`src/rtl/vga_timing_pkg.sv`:
```
// vga_timing_pkg: 640x480@60 segment defaults, RGB332 field layout and colour-bar encoding.
package vga_timing_pkg;
   localparam int H_ACTIVE_640 = 640;
   localparam int H_FP_640     = 16;
   localparam int H_SYNC_640   = 96;
   localparam int H_BP_640     = 48;
   localparam int V_ACTIVE_480 = 480;
   localparam int V_FP_480     = 10;
   localparam int V_SYNC_480   = 2;
   localparam int V_BP_480     = 33;
   localparam int R_W   = 3;
   localparam int G_W   = 3;
   localparam int B_W   = 2;
   localparam int RGB_W = R_W + G_W + B_W;
   typedef struct packed {
      logic de;
      logic hs;
      logic vs;
   } sync_t;
   // Bar 0 is black, bar 7 is white; each index bit lights one whole channel.
   function automatic logic [RGB_W-1:0] bar_rgb(input logic [2:0] bar);
      return {{R_W{bar[2]}}, {G_W{bar[1]}}, {B_W{bar[0]}}};
   endfunction
endpackage

```
`src/rtl/pix_strobe_gen.sv`:
```
// pix_strobe_gen: divides the system clock into a one-clk pixel strobe every CLK_DIV clocks.
module pix_strobe_gen #(
   parameter int CLK_DIV = 4
) (
   input  logic clk,
   input  logic rst,
   output logic pix_ce
);
   localparam int DW = CLK_DIV > 1 ? $clog2(CLK_DIV) : 1;
   logic [DW-1:0] r_div_cnt;
   always_ff @(posedge clk)
      if (rst || pix_ce) r_div_cnt <= '0;
      else r_div_cnt <= r_div_cnt + 1'b1;
   assign pix_ce = r_div_cnt == DW'(CLK_DIV - 1);
endmodule

```
`src/rtl/vga_timing_gen.sv`:
```
// vga_timing_gen: VGA counters, sync/enable decode and fetch-latency realignment of colour.
// Optional VGA_TEST_PATTERN_EN adds test_mode, which swaps pix_data for an 8-bar pattern.
module vga_timing_gen
   import vga_timing_pkg::*;
#(
   parameter int CLK_DIV   = 4,
   parameter int H_ACTIVE  = H_ACTIVE_640,
   parameter int H_FP      = H_FP_640,
   parameter int H_SYNC    = H_SYNC_640,
   parameter int H_BP      = H_BP_640,
   parameter int V_ACTIVE  = V_ACTIVE_480,
   parameter int V_FP      = V_FP_480,
   parameter int V_SYNC    = V_SYNC_480,
   parameter int V_BP      = V_BP_480,
   parameter bit HS_POL    = 1'b0,
   parameter bit VS_POL    = 1'b0,
   parameter int FETCH_LAT = 1,
   parameter int CNT_W     = 11
) (
   input  logic             clk,
   input  logic             rst,
`ifdef VGA_TEST_PATTERN_EN
   input  logic             test_mode,
`endif
   output logic [CNT_W-1:0] x,
   output logic [CNT_W-1:0] y,
   output logic             fetch_req,
   input  logic [RGB_W-1:0] pix_data,
   output logic [R_W-1:0]   red,
   output logic [G_W-1:0]   green,
   output logic [B_W-1:0]   blue,
   output logic             hs,
   output logic             vs,
   output logic             de,
   output logic             frame_start,
   output logic             line_start,
   output logic             pix_ce
);
   localparam int H_TOTAL = H_ACTIVE + H_FP + H_SYNC + H_BP;
   localparam int V_TOTAL = V_ACTIVE + V_FP + V_SYNC + V_BP;
   localparam int BAR_W   = H_ACTIVE / 8 > 0 ? H_ACTIVE / 8 : 1;
   logic             w_pix_ce, w_run, w_h_last, w_v_last;
   logic [CNT_W-1:0] r_h_cnt, r_v_cnt;
   sync_t            w_s0, w_dly;
   sync_t            r_pipe [FETCH_LAT];
   logic [RGB_W-1:0] w_rgb, r_rgb;
   logic             r_hs, r_vs, r_de;
   pix_strobe_gen #(.CLK_DIV(CLK_DIV)) u_strobe (
      .clk   (clk),
      .rst   (rst),
      .pix_ce(w_pix_ce)
   );
   always_comb begin
      w_h_last = r_h_cnt == CNT_W'(H_TOTAL - 1);
      w_v_last = r_v_cnt == CNT_W'(V_TOTAL - 1);
      w_s0.de  = r_h_cnt < CNT_W'(H_ACTIVE) && r_v_cnt < CNT_W'(V_ACTIVE);
      w_s0.hs  = r_h_cnt >= CNT_W'(H_ACTIVE + H_FP) && r_h_cnt < CNT_W'(H_ACTIVE + H_FP + H_SYNC);
      w_s0.vs  = r_v_cnt >= CNT_W'(V_ACTIVE + V_FP) && r_v_cnt < CNT_W'(V_ACTIVE + V_FP + V_SYNC);
      w_dly    = r_pipe[FETCH_LAT-1];
   end
`ifdef VGA_TEST_PATTERN_EN
   logic [2:0] w_bar;
   logic [2:0] r_bar_pipe [FETCH_LAT];
   assign w_bar = 3'(r_h_cnt / CNT_W'(BAR_W));
   // Bar index rides its own delay line so it lands with the matching sync.
   always_ff @(posedge clk)
      if (rst) for (int i = 0; i < FETCH_LAT; i++) r_bar_pipe[i] <= '0;
      else if (w_pix_ce) begin
         r_bar_pipe[0] <= w_bar;
         for (int i = 1; i < FETCH_LAT; i++) r_bar_pipe[i] <= r_bar_pipe[i-1];
      end
   assign w_rgb = test_mode ? bar_rgb(r_bar_pipe[FETCH_LAT-1]) : pix_data;
`else
   assign w_rgb = pix_data;
`endif
   always_ff @(posedge clk)
      if (rst) begin
         r_h_cnt <= '0;
         r_v_cnt <= '0;
         for (int i = 0; i < FETCH_LAT; i++) r_pipe[i] <= '0;
         r_rgb <= '0;
         r_de  <= 1'b0;
         r_hs  <= ~HS_POL;
         r_vs  <= ~VS_POL;
      end else if (w_pix_ce) begin
         r_h_cnt <= w_h_last ? '0 : r_h_cnt + 1'b1;
         if (w_h_last) r_v_cnt <= w_v_last ? '0 : r_v_cnt + 1'b1;
         r_pipe[0] <= w_s0;
         for (int i = 1; i < FETCH_LAT; i++) r_pipe[i] <= r_pipe[i-1];
         r_rgb <= w_dly.de ? w_rgb : '0;
         r_de  <= w_dly.de;
         r_hs  <= w_dly.hs ? HS_POL : ~HS_POL;
         r_vs  <= w_dly.vs ? VS_POL : ~VS_POL;
      end
   // With CLK_DIV=1 the strobe never drops, so pulses are held off during reset.
   assign w_run       = w_pix_ce & ~rst;
   assign fetch_req   = w_run & w_s0.de;
   assign line_start  = w_run & (r_h_cnt == '0);
   assign frame_start = line_start & (r_v_cnt == '0);
   assign x           = r_h_cnt;
   assign y           = r_v_cnt;
   assign {red, green, blue} = r_rgb;
   assign hs          = r_hs;
   assign vs          = r_vs;
   assign de          = r_de;
   assign pix_ce      = w_pix_ce;
endmodule

```
`config.mk`:
```
export PLATFORM = sky130hd
export DESIGN_NAME = vga_timing_gen
export DESIGN_NICKNAME = d
export VERILOG_FILES = /design/src/rtl/vga_timing_pkg.sv /design/src/rtl/pix_strobe_gen.sv /design/src/rtl/vga_timing_gen.sv
export SDC_FILE = /design/constraint.sdc
export NUM_CORES = 1
export LEC_CHECK = 0
export CAP_MARGIN = 20
export CORE_MARGIN = 4
export CORE_UTILIZATION = 52
export DETAILED_ROUTE_END_ITERATION = 8
export HOLD_SLACK_MARGIN = 0.15
export PLACE_DENSITY = 0.86
export SETUP_SLACK_MARGIN = 0.1
export SYNTH_ARGS = -nofsm -noshare
export SYNTH_HDL_FRONTEND = slang
export SYNTH_SLANG_ARGS = --single-unit
```
`constraint.sdc`:
```
create_clock -name clk -period 4.6 [get_ports clk]
set_clock_uncertainty 0.15 [all_clocks]
set_input_delay 0.69 -clock clk [delete_from_list [all_inputs] [get_ports clk]]
set_output_delay 0.69 -clock clk [all_outputs]
set_load 0.05 [all_outputs]
```
==> implementation parameters <==
Parameter                              Value

Power
  Post-layout total power    0.687 mW
  Power Dens Cells    291 nW/um^2
  Leakage    0.827 nW
  Peak supply drop    0.000207 V

Yosys
  Netlist Area Pre-Place    1810 sq um
  Share of synthesized area occupied by flip-flops and latches    43.7%
  Number of warnings printed during yosys synthesis    0
  Number of standard cells after synthesis    199
  Number of enable flip-flop cells after synthesis    3
  Netlist cell types    43
  Dominant combinational cell family by area after synthesis    simple AND/OR/NAND/NOR gates
  Synth top area share    38.7%
  Xor/xnor cell area share of the yosys netlist    5.81%
  Post-synthesis share of cell area spent on and, or, nand and nor gates    29.7%
  Synthesized area per cell    9.10 sq um
  Proportion of synthesized area in mux cells    0.622%
  Most frequently used flop master after synthesis    dfxtp_1
  Syn_nets    214
  Fraction of the mapped netlist area in compound gates    10.1%
  Flip-flop and latch count after synthesis    38
  Proportion of register bits with asynchronous set or reset after synthesis    0%
  Library cell occupying the most area in the post-synthesis netlist    dfxtp_1
  Area share of fa/ha/maj cells after synthesis    3.46%
  Cell types with the largest area share after synthesis    dfxtp_1 39%, edfxtp_1 5.0%, nor2_1 4.4%, nand3_1 3.6%, ha_1 3.5%

Clocking
  Worst-case clock buffer depth    2
  Clock slew seen by the registers of the worst setup and hold paths    110 ps
  Hold buffers post-CTS    0
  Cell at the root of the clock tree    clkbuf_4
  TritonCTS clock tree    yes
  Gates resized, CTS repair    0
  Post-CTS Setup Inserts    0
  Number of buffers inserted during clock tree synthesis    5
  Number of sinks driven by the clock tree    38
  Level count of the clock H-tree    2
  Worst-skew pair later-pin latency    340 ps

Floorplanning
  Height of the chip    67.0 microns
  Area of the die    4490 sq um
  Die Span X    67.0 microns
  Starting density of the core    54.3%
  Total number of placement rows    21
  I/O Pins    47
  Placeable Area    3340 sq um

Worst setup path
  Data arrival at the endpoint of the critical path    2850 ps
  Family with the most delay on the worst path    buffers and inverters
  Critical path peak fanout    4
  Slowest stage cell, crit path    clkdlybuf4s50_1
  Critical path required time    3760 ps
  Category of the most critical setup path    primary input to output pin
  Capturing element type of the critical path    output pin
  Crit-path max cell delay    850 ps
  CP cell instances    clkdlybuf4s50_1 > nand2b_1 > nor3_1 > nand3_1 > nor4_1 > clkdlybuf4s50_1
  Most common cell type on the critical path    clkdlybuf4s50_1
  Critical path buffer and inverter count    2
  Source of the critical timing path    rst
  Startpoint of the worst-slack reg-to-reg timing path    u_strobe.r_div_cnt[0]
  Critical Path Source Type    primary input

STA
  Final critical-path required period    3690 ps
  Final WS setup    913 ps
  Total of endpoints with negative setup slack in the final report    0
  Crit share post-route    80.2%
  RSZ-0062 raised after global routing    no
  Slew at the pin with the worst max-slew slack    605 ps
  Maximum frequency from static timing analysis    271 MHz
  Slew Limit Headroom    59.6%
  Post-route setup TNS    0 ps
  Number of endpoints with negative hold slack in the final report    0
  Number of pins with negative max-slew slack in the final report    0

Routing
  Wire length per cell    15.9 microns
  Violation count after the first detailed-route iteration    123
  Overall routed net length    4600 microns
  Post-route DRC violation count    0
  Routed via count divided by cell count    5.68
  Total via count after detailed routing    1,641
  Pre-Repair DR Iteration Count    4
  Count of nets left with antenna violations after detail routing    0

Place
  Dpl hpwl    3220 microns
  Final estimated routing congestion in global placement    0.880
  Dpl ws    904 ps
  Port-buffer cells    46
  Instance area at placement    2250 sq um

GRT
  Largest net degree at the start of global routing    26
  Gr ovfl total    0
  Global-route wire length before repair    7650 microns
  Vias in the first global route    1,590
  Number of antenna violations at the first check in global routing    0
  GRT Overall Usage    22.7%

Layout
  Share of cells above drive strength 1    5.76%
  Number of diodes added for antenna fixing    0
  Final instance area    2360 sq um
  Final net count    257
  Growth of design area from synthesis to finish    30.2%
  Number of filler instances in the final layout    254

Min path
  Worst hold path startpoint    u_strobe.r_div_cnt[0]
  Worst min-delay path class    flip-flop to flip-flop

Job
  # Max-Cap Violations    0

Outcome
  Run status    finished clean
-- path summary, 6_finish.rpt --
path	endpoint	slack [ps]	cells after the start
setup / recovery	frame_start	910	6
hold / removal	u_strobe.r_div_cnt[0]	300	1
setup reg to reg	y[7]	2030	5
hold reg to reg	u_strobe.r_div_cnt[0]	300	1
-- where the power goes --
part / switching (mW) / total (mW) / internal, mW / leakage (nW)
Combinational: 0.0327 / 0.0536 / 0.0208 / 0.455
Clock: 0.107 / 0.291 / 0.184 / 0.0585
Sequential: 0.00307 / 0.343 / 0.339 / 0.314
-- sequential cells by signal, summed over array words and instances, names as in the netlist --
name                flops
x                      11
y                      11
r_rgb                   8
r_pipe                  3
u_strobe.r_div_cnt      2
de                      1
hs                      1
vs                      1
-- metrics by stage --
stage          util [%]  cells  hold WS [ps]
2_1_floorplan         -    199           249
3_3_place_gp       67.3    281           256
3_5_place_dp       67.3    281           283
4_1_cts            70.6    289           298
5_1_grt            70.6    289           321
6_report           70.6    289           295
-- metal layers --
metal / GRT usage, % / vias to the layer above / share of wire [%]
met3: 4.22 / 12 / 5.2
met2: 37.4 / 56 / 50
met5: 0 / - / 0
met4: 8.86 / 0 / 2.3
met1: 29.0 / 765 / 42
li1: - / 808 / -
-- logic make-up after synthesis --
kind of cell             Yosys count
XOR/XNOR                          12
AND/OR/NAND/NOR                   95
flip-flops                        38
AO/OA/AOI/OAI                     29
buffers and inverters             19
adder cells (fa/ha/maj)            5
multiplexers                       1
-- cell usage after synthesis (6+ instances only) --
cell type / number
nor2_1: 21
nand2_1: 10
nor4_1: 6
nand3_1: 13
a22oi_1: 8
nor3_1: 10
inv_1: 7
nand4_1: 7
xor2_1: 7
o21ai_0: 6
dfxtp_1: 35
a21oi_1: 9
-- cells in the final DEF (no fill, tap or decap), drive strengths merged --
cell type      instances
nand2                 10
o21ai                  6
nor2                  21
edfxtp                 3
nand2b                 3
clkinv                 1
inv                    7
and4b                  1
o21bai                 1
xnor2                  5
nand3b                 1
a21oi                  9
xor2                   7
or4b                   1
nand3                 13
a22oi                  8
ha                     5
bufinv                 2
nor3                  11
buf                    1
a41oi                  1
and3                   3
and4                   5
nor2b                  1
and4bb                 1
or3                    3
o31ai                  3
nor4                   6
nor4b                  2
a22o                   1
dfxtp                 35
mux2                   1
clkbuf                 6
nand4                  7
and2                   2
clkdlybuf4s50         46
or4                    3
nor3b                  1
-- cell type report --
type | instances | area [sq um] | share of cell area, %
clock buffer | 6 | 51.3 | 2.18
sequential | 38 | 791 | 33.5
tap | 46 | 57.6 | 2.44
clock inverter | 2 | 60.1 | 2.55
timing repair buffer | 47 | 468 | 19.9
multi-input combinational | 142 | 900 | 38.2
inverter | 8 | 30.0 | 1.27
No activity file was read; power rests on OpenSTA's default activity.
